--- src/rtl/grid_scan_reader_if.sv ---
// Read-port and output-stream bundle of the grid scan reader.
// master = scanner side (drives addresses and tuples); slave = RAM/consumer side.
interface grid_scan_reader_if #(
  parameter int COORD_W = 4,
  parameter int VAL_W   = 5
);
  logic               rd_en;
  logic [COORD_W-1:0] rd_cell_x;
  logic [COORD_W-1:0] rd_cell_y;
  logic [VAL_W-1:0]   rd_value;
  logic               out_valid;
  logic               out_ready;
  logic [COORD_W-1:0] out_cell_x;
  logic [COORD_W-1:0] out_cell_y;
  logic [VAL_W-1:0]   out_value;
  logic               out_last;

  modport master (
    output rd_en, rd_cell_x, rd_cell_y,
    input  rd_value,
    output out_valid, out_cell_x, out_cell_y, out_value, out_last,
    input  out_ready
  );

  modport slave (
    input  rd_en, rd_cell_x, rd_cell_y,
    output rd_value,
    input  out_valid, out_cell_x, out_cell_y, out_value, out_last,
    output out_ready
  );
endinterface

--- src/rtl/grid_scan_reader.sv ---
// Raster-scans the grid RAM and streams {x, y, value} tuples; first tuple 3 cycles after start.
// Reads are throttled so output + skid registers never overflow under back-pressure.
module grid_scan_reader #(
  parameter int COORD_W = 4,
  parameter int VAL_W   = 5,
  parameter int GRID_W  = 16,  // must be <= 2**COORD_W
  parameter int GRID_H  = 16   // must be <= 2**COORD_W
) (
  input  logic                  clk,
  input  logic                  rst_n,
  input  logic                  start,
  input  logic                  abort,
  grid_scan_reader_if.master    bus,
  output logic                  busy,
  output logic                  done
);

  typedef enum logic [1:0] {IDLE, SCAN, DRAIN} state_t;

  typedef struct packed {
    logic [COORD_W-1:0] x;
    logic [COORD_W-1:0] y;
    logic [VAL_W-1:0]   value;
    logic               last;
  } tuple_t;

  localparam logic [COORD_W-1:0] X_MAX = COORD_W'(GRID_W - 1);
  localparam logic [COORD_W-1:0] Y_MAX = COORD_W'(GRID_H - 1);

  state_t             state, state_nxt;
  logic [COORD_W-1:0] x_cnt, y_cnt;
  logic               inflight;
  logic [COORD_W-1:0] tag_x, tag_y;
  logic               out_vld_q, skid_vld;
  tuple_t             out_q, skid_q, ret;
  logic               pop, rd_go, last_addr, kill, room;
  logic [1:0]         occ;

  assign pop       = out_vld_q & bus.out_ready;
  assign occ       = {1'b0, out_vld_q} + {1'b0, skid_vld};
  assign last_addr = (x_cnt == X_MAX) && (y_cnt == Y_MAX);
  assign kill      = abort && (state != IDLE);
  // Issue only if the returning data is guaranteed a free register.
  assign room      = ({1'b0, occ} + {2'b0, inflight}) < (3'd2 + {2'b0, pop});

  assign ret.x     = tag_x;
  assign ret.y     = tag_y;
  assign ret.value = bus.rd_value;
  assign ret.last  = (tag_x == X_MAX) && (tag_y == Y_MAX);

  always_comb begin
    state_nxt = state;
    rd_go     = 1'b0;
    done      = 1'b0;
    busy      = (state != IDLE);
    case (state)
      IDLE: begin
        if (start && !abort) state_nxt = SCAN;
      end
      SCAN: begin
        if (abort) begin
          state_nxt = IDLE;
        end else if (room) begin
          rd_go = 1'b1;
          if (last_addr) state_nxt = DRAIN;
        end
      end
      DRAIN: begin
        if (abort) begin
          state_nxt = IDLE;
        end else if (occ == 2'd0 && !inflight) begin
          done      = 1'b1;
          state_nxt = IDLE;
        end
      end
      default: state_nxt = IDLE;
    endcase
  end

  always_ff @(posedge clk or negedge rst_n) begin
    if (!rst_n) state <= IDLE;
    else        state <= state_nxt;
  end

  always_ff @(posedge clk or negedge rst_n) begin
    if (!rst_n) begin
      x_cnt    <= '0;
      y_cnt    <= '0;
      inflight <= 1'b0;
      tag_x    <= '0;
      tag_y    <= '0;
    end else if (kill) begin
      x_cnt    <= '0;
      y_cnt    <= '0;
      inflight <= 1'b0;
    end else begin
      inflight <= rd_go;
      if (rd_go) begin
        tag_x <= x_cnt;
        tag_y <= y_cnt;
        if (x_cnt == X_MAX) begin
          x_cnt <= '0;
          y_cnt <= (y_cnt == Y_MAX) ? '0 : y_cnt + 1'b1;
        end else begin
          x_cnt <= x_cnt + 1'b1;
        end
      end
    end
  end

  // Skid only ever fills while the output register is stalled, so it drains first.
  always_ff @(posedge clk or negedge rst_n) begin
    if (!rst_n) begin
      out_vld_q <= 1'b0;
      skid_vld  <= 1'b0;
      out_q     <= '0;
      skid_q    <= '0;
    end else if (kill) begin
      out_vld_q <= 1'b0;
      skid_vld  <= 1'b0;
    end else if (pop) begin
      if (skid_vld) begin
        out_q <= skid_q;
        if (inflight) skid_q   <= ret;
        else          skid_vld <= 1'b0;
      end else if (inflight) begin
        out_q <= ret;
      end else begin
        out_vld_q <= 1'b0;
      end
    end else if (inflight) begin
      if (out_vld_q) begin
        skid_q   <= ret;
        skid_vld <= 1'b1;
      end else begin
        out_q     <= ret;
        out_vld_q <= 1'b1;
      end
    end
  end

  assign bus.rd_en      = rd_go;
  assign bus.rd_cell_x  = x_cnt;
  assign bus.rd_cell_y  = y_cnt;
  assign bus.out_valid  = out_vld_q;
  assign bus.out_cell_x = out_q.x;
  assign bus.out_cell_y = out_q.y;
  assign bus.out_value  = out_q.value;
  assign bus.out_last   = out_q.last & out_vld_q;

endmodule
--- src/flat_wrapper.sv ---
// flat-port wrapper written by rule: the top's interface ports become plain ports
module grid_scan_reader_flat 
#(
  parameter int COORD_W = 4,
  parameter int VAL_W   = 5,
  parameter int GRID_W  = 16,                          
  parameter int GRID_H  = 16                           
)
  (clk, rst_n, start, abort, busy, done, bus_rd_en, bus_rd_cell_x, bus_rd_cell_y, bus_rd_value, bus_out_valid, bus_out_cell_x, bus_out_cell_y, bus_out_value, bus_out_last, bus_out_ready);
  grid_scan_reader_if #(.COORD_W(COORD_W), .VAL_W(VAL_W)) bus_i ();
  input  logic clk;
  input  logic rst_n;
  input  logic start;
  input  logic abort;
  output logic busy;
  output logic done;
  output wire logic [$bits(bus_i.rd_en)-1:0] bus_rd_en;
  output wire logic [$bits(bus_i.rd_cell_x)-1:0] bus_rd_cell_x;
  output wire logic [$bits(bus_i.rd_cell_y)-1:0] bus_rd_cell_y;
  input wire logic [$bits(bus_i.rd_value)-1:0] bus_rd_value;
  output wire logic [$bits(bus_i.out_valid)-1:0] bus_out_valid;
  output wire logic [$bits(bus_i.out_cell_x)-1:0] bus_out_cell_x;
  output wire logic [$bits(bus_i.out_cell_y)-1:0] bus_out_cell_y;
  output wire logic [$bits(bus_i.out_value)-1:0] bus_out_value;
  output wire logic [$bits(bus_i.out_last)-1:0] bus_out_last;
  input wire logic [$bits(bus_i.out_ready)-1:0] bus_out_ready;
  assign bus_rd_en = bus_i.rd_en;
  assign bus_rd_cell_x = bus_i.rd_cell_x;
  assign bus_rd_cell_y = bus_i.rd_cell_y;
  assign bus_i.rd_value = bus_rd_value;
  assign bus_out_valid = bus_i.out_valid;
  assign bus_out_cell_x = bus_i.out_cell_x;
  assign bus_out_cell_y = bus_i.out_cell_y;
  assign bus_out_value = bus_i.out_value;
  assign bus_out_last = bus_i.out_last;
  assign bus_i.out_ready = bus_out_ready;
  grid_scan_reader #(.COORD_W(COORD_W), .VAL_W(VAL_W), .GRID_W(GRID_W), .GRID_H(GRID_H)) u_core (.clk(clk), .rst_n(rst_n), .start(start), .abort(abort), .bus(bus_i), .busy(busy), .done(done));
endmodule
--- config.mk ---
export PLATFORM = sky130hd
export DESIGN_NAME = grid_scan_reader_flat
export DESIGN_NICKNAME = d
export VERILOG_FILES = /design/src/rtl/grid_scan_reader_if.sv /design/src/rtl/grid_scan_reader.sv /design/src/flat_wrapper.sv
export SDC_FILE = /design/constraint.sdc
export NUM_CORES = 1
export LEC_CHECK = 0
export ABC_CLOCK_PERIOD_IN_PS = 10250
export CORE_MARGIN = 2
export CORE_UTILIZATION = 54
export DETAILED_ROUTE_END_ITERATION = 6
export DONT_BUFFER_PORTS = 1
export PLACE_DENSITY_LB_ADDON = 0.1
export SYNTH_ARGS = -nofsm -noshare
export SYNTH_HDL_FRONTEND = slang
export SYNTH_SLANG_ARGS = --single-unit
--- constraint.sdc ---
create_clock -name clk -period 10.25 [get_ports clk]
set_clock_uncertainty 0.2 [all_clocks]
set_input_delay 3.075 -clock clk [delete_from_list [all_inputs] [get_ports clk]]
set_output_delay 3.075 -clock clk [all_outputs]
set_load 0.03 [all_outputs]
* Yosys cells after proc, flatten, opt, wreduce, memory -nomap -nowiden
Cells that the tools add are included.
** Operators by class
- Multiplexer cells :: 41
- Bitwise gates (word level) :: 3
- Equal/unequal tests :: 15
- Order comparisons :: 1
- Reduce and logical (&&, ||, !) cells :: 24
- Add/subtract/negate cells :: 5
** Operator list (number)
- 14-bit two-way mux :: 9
- 4-bit two-way mux :: 7
- 1-bit two-way mux :: 18
- 4-bit == test, second input constant :: 4
- 2-bit two-way mux :: 6
- 2-bit nonzero test :: 6
- 3-bit by 2-bit != test with 1-bit output, second input constant :: 3
- 4-bit by 1-bit adder with 4-bit output, second input constant :: 2
- 4-bit AND reduction :: 2
- 2-bit by 1-bit != test with 1-bit output, second input constant :: 3
- 3-bit != test, second input constant :: 2
- 2-bit case mux with 3 select lines :: 1
- 2-bit AND reduction :: 3
- 3-bit nonzero test :: 2
- 1-bit logical AND :: 5
- 5-bit AND reduction :: 1
- 2-bit logical NOT :: 2
- 2-bit by 1-bit adder with 3-bit output :: 1
- 2-bit by 1-bit adder with 3-bit output, first input constant :: 1
- 3-bit less-than comparator :: 1
- 3-bit AND reduction :: 1
- 1-bit by 1-bit adder with 2-bit output :: 1
- 1-bit AND :: 2
- 2-bit by 1-bit == test with 1-bit output, second input constant :: 1
- other kinds (4) :: 5
** Word-level totals
- Logic and storage cells :: 105
- Input port bits :: 10
- Register bits after elaboration :: 49
- Output and inout port bits :: 26

* Logic depth before layout (Yosys ltp)
- Depth in word-level cells :: 8
- Gate-level depth with buffers :: 9
- Depth with buffers taken out :: 8

* Least setup slack after synthesis
No wires, ideal clock.
- Kind :: in2out
- Start point :: input port abort
- End point :: output port done
- Required time :: 6.975 ns
- Path slack :: 2.846 ns
- Arrival time :: 4.129 ns
- Cell stages on the path :: 1
- Buffers on the path :: 0
- Path through :: nor4b_1
** On the way
- Word-level cells in the longest chain between the ends :: 2
** RTL lines
- start, declared :: line flat_wrapper.sv:14 : input logic abort;
- 1-bit two-way mux :: line grid_scan_reader.sv:69 : if (abort) begin
- 1-bit two-way mux :: line grid_scan_reader.sv:56 : case (state)
- end, declared :: line flat_wrapper.sv:16 : output logic done;
Every way passes these cells.

* Final worst setup path
- Start point :: input port abort
- End point :: output port bus_rd_en
** On the way
- Word-level cells in the longest chain between the ends :: 2
** RTL lines
- 1-bit two-way mux :: line grid_scan_reader.sv:61 : if (abort) begin
- 1-bit two-way mux :: line grid_scan_reader.sv:56
- end, declared :: line flat_wrapper.sv:17 : output wire logic [$bits(bus_i.rd_en)-1:0] bus_rd_en;
Every way passes these cells.

==> metrics.txt <==
post-synth top area share 0.516; clock latency on the worst-skew pair 0.29 ns; total negative setup slack 0 ns; number of global-route vias before repair 1429; minimum clock period 7.42 ns; RD Place Congestion 0.735; Root Driver clkbuf_8; Async S/R FF share, synth 1.00; fin util 0.568; yosys warns 0; dominant synthesized flop cell dfrtp_1; hold depth 1; critical path launch point type input port; CP bufs+invs 0; GRT Overall Usage 0.170; status complete, no violations; Top delay family on crit path simple AND/OR/NAND/NOR gates; Peak VDD IR between 0.00008 and 0.00009 V; Setup Viol. Count Final 0; Tightest Pin Transition around 0.9 ns; synthesized instance count between 200 and 250; Switch Pwr between 0.2 and 0.25 mW; DR vias/cell 5.82; Slew HR 0.383; DR WL/cell roughly 16 um; CP endpoint kind output port; clock-pin slew on the worst setup and hold paths ~0.09 ns; sequential fraction of the synthesis area 0.516; f_max ~130 MHz; Hold Path Class flop to flop; worst hold endpoint u_core.skid_q[2]; post-synth top area cell dfrtp_1; stages on the worst setup path 2; crit path kind input port to output port; Final Max Slew Viols 0; power density cells ~240 mW/mm^2; hold_sp u_core.skid_q[2]; Post-synth top cells dfrtp_1 (49), a21oi_1 (23), nor2_1 (23); nets 210; max_cap viols 0; drt pass-1 iters 4; # DRC 0; # Post-CTS Setup Buffers 0; Die Y around 70 um; Layout area overhead 2.68%; H-tree lvl count 2; GRT overflow 0; Routed Antenna Nets 0; switch share 0.368; initial antenna violation count 0; Lkg Pwr approximately 1.2 nW; Critical-path top delay cell or4b_4; first-pass GRT wire length roughly 6700 um; CTS Buf Count 5; worst endpoint required time approximately 7 ns; share of layout cells above drive strength 1 0.206; first-iteration detailed-routing DRC count about 60; Mapped Area roughly 0.0024 sq mm; slowest stage delay, CP between 0.5 and 0.6 ns; via count 1431; DIE WIDTH 70.4 um; Clock power frac 0.242; hpwl dp around 2700 um; R2R Path Start u_core.bus.out_valid; Buffers on Ports 0; combinational share of power 0.177; Reg power frac 0.582; Synth area leaders dfrtp_1 (52%), mux2_2 (10%), mux2i_1 (7.2%); I/O pin count 36; total of fill cells in the finished design roughly 360; number of inserted diodes 0; CTS resizes 0; RSZ-0062 raised after global routing false; critical path fanouts, max 16; post-synthesis register bit count between 40 and 50; synth unique cells 34; critical-path cell list or4b_4, a21oi_4; total die area 0.00495 sq mm; most common cell in the netlist dfrtp_1; Hold Vio Cnt, Final 0; # rows 24; syn_area_per_cell approximately 12 sq um; syn_nets 222; CTS tree yes; reg2reg path depth 7; Initial Util 0.554; number of flops mapped to enable cells by yosys 0; core area 0.00429 sq mm; clock sink total 49; FF-to-FF End u_core.tag_y[2]; Int Pwr 0.373 mW; r2r setup slk approximately 6.9 ns; CP Data Arrival Time 4.15 ns; largest net degree at the start of global routing 50; final WL between 3000 and 4000 um; Final period util 0.724; CTS max path bufs 2; cts hold-fix bufs 0
cells in the final DEF (no fill, tap or decap), types with 2 or more instances in the layout:
cell	Yosys	final
dfrtp_1	49	49
nand2b_1	2	2
clkbuf_8	0	6
inv_1	2	2
or2_2	2	2
mux2i_1	17	17
nand3b_1	4	4
nand3_1	6	6
nor2_1	23	23
nand4_1	2	2
ha_1	6	6
a31o_2	2	2
a2111oi_0	2	2
mux2_2	22	22
o21ai_0	2	2
nand2_1	6	6
a21oi_1	23	23
routing by layer:
layer | up-vias | GRT usage | wire [um]
li1 | 695 | - | -
met1 | 701 | 0.229 | 1840
met2 | 33 | 0.270 | 1880
met3 | 2 | 0.0462 | 215
met4 | 0 | 0.0513 | 17
met5 | - | 0 | 0
final cells by class:
type                    count  area (sq um)  share of cell area
well taps                  52          65.1              0.0267
inverters                   2          7.51             0.00308
multi-input cells         133          1010               0.413
clock buffers               6          82.6              0.0338
repair buffers              2          15.0             0.00615
clock inverters             2          37.5              0.0154
flip-flops and latches     49          1230               0.502
metrics by stage:
step	hold WS [ns]	setup slack [ns]	cells	total power, mW	area, sq um
floorplan	0.279	2.85	205	0.463	2380
global placement	0.286	2.83	238	0.444	2320
detailed placement	0.292	2.83	238	0.453	2320
CTS	0.314	2.82	246	0.597	2440
global route	0.333	2.78	246	0.624	2440
finish	0.311	2.83	246	0.590	2440
logic make-up after synthesis:
| logic type | Yosys count | share of synthesized area |
|---|---|---|
| compound gates | 36 | 0.100 |
| buf+inv | 23 | 0.0605 |
| mux | 39 | 0.176 |
| flops | 49 | 0.516 |
| fa+ha+maj | 7 | 0.0400 |
| simple gates | 51 | 0.108 |
how the worst max path moves through the flow:
stage / startpoint / end / slack (ns)
floorplan: abort / done / 2.85
global placement: abort / bus_rd_en / 2.83
detailed placement: abort / bus_rd_en / 2.83
CTS: abort / bus_rd_en / 2.82
global route: abort / bus_rd_en / 2.78
finish: abort / bus_rd_en / 2.83
registers in the layout (all words and copies together), names as in the netlist:
signal	flops
u_core.out_q	1
u_core.skid_vld	1
u_core.bus.out_cell_x	4
u_core.inflight	1
u_core.bus.out_cell_y	4
u_core.bus.out_value	5
u_core.tag_y	4
u_core.bus.out_valid	1
u_core.skid_q	14
u_core.state	2
u_core.bus.rd_cell_x	4
u_core.bus.rd_cell_y	4
u_core.tag_x	4
power by group through the flow:
stage / clock (mW) / sequential (mW) / combinational (mW)
after global placement: 0 / 0.346 / 0.0977
after CTS: 0.147 / 0.344 / 0.106
after floorplan: 0 / 0.283 / 0.181
after detailed placement: 0 / 0.349 / 0.105
after global routing: 0.155 / 0.351 / 0.118
final: 0.143 / 0.343 / 0.104
No activity file was read; power rests on OpenSTA's default activity.
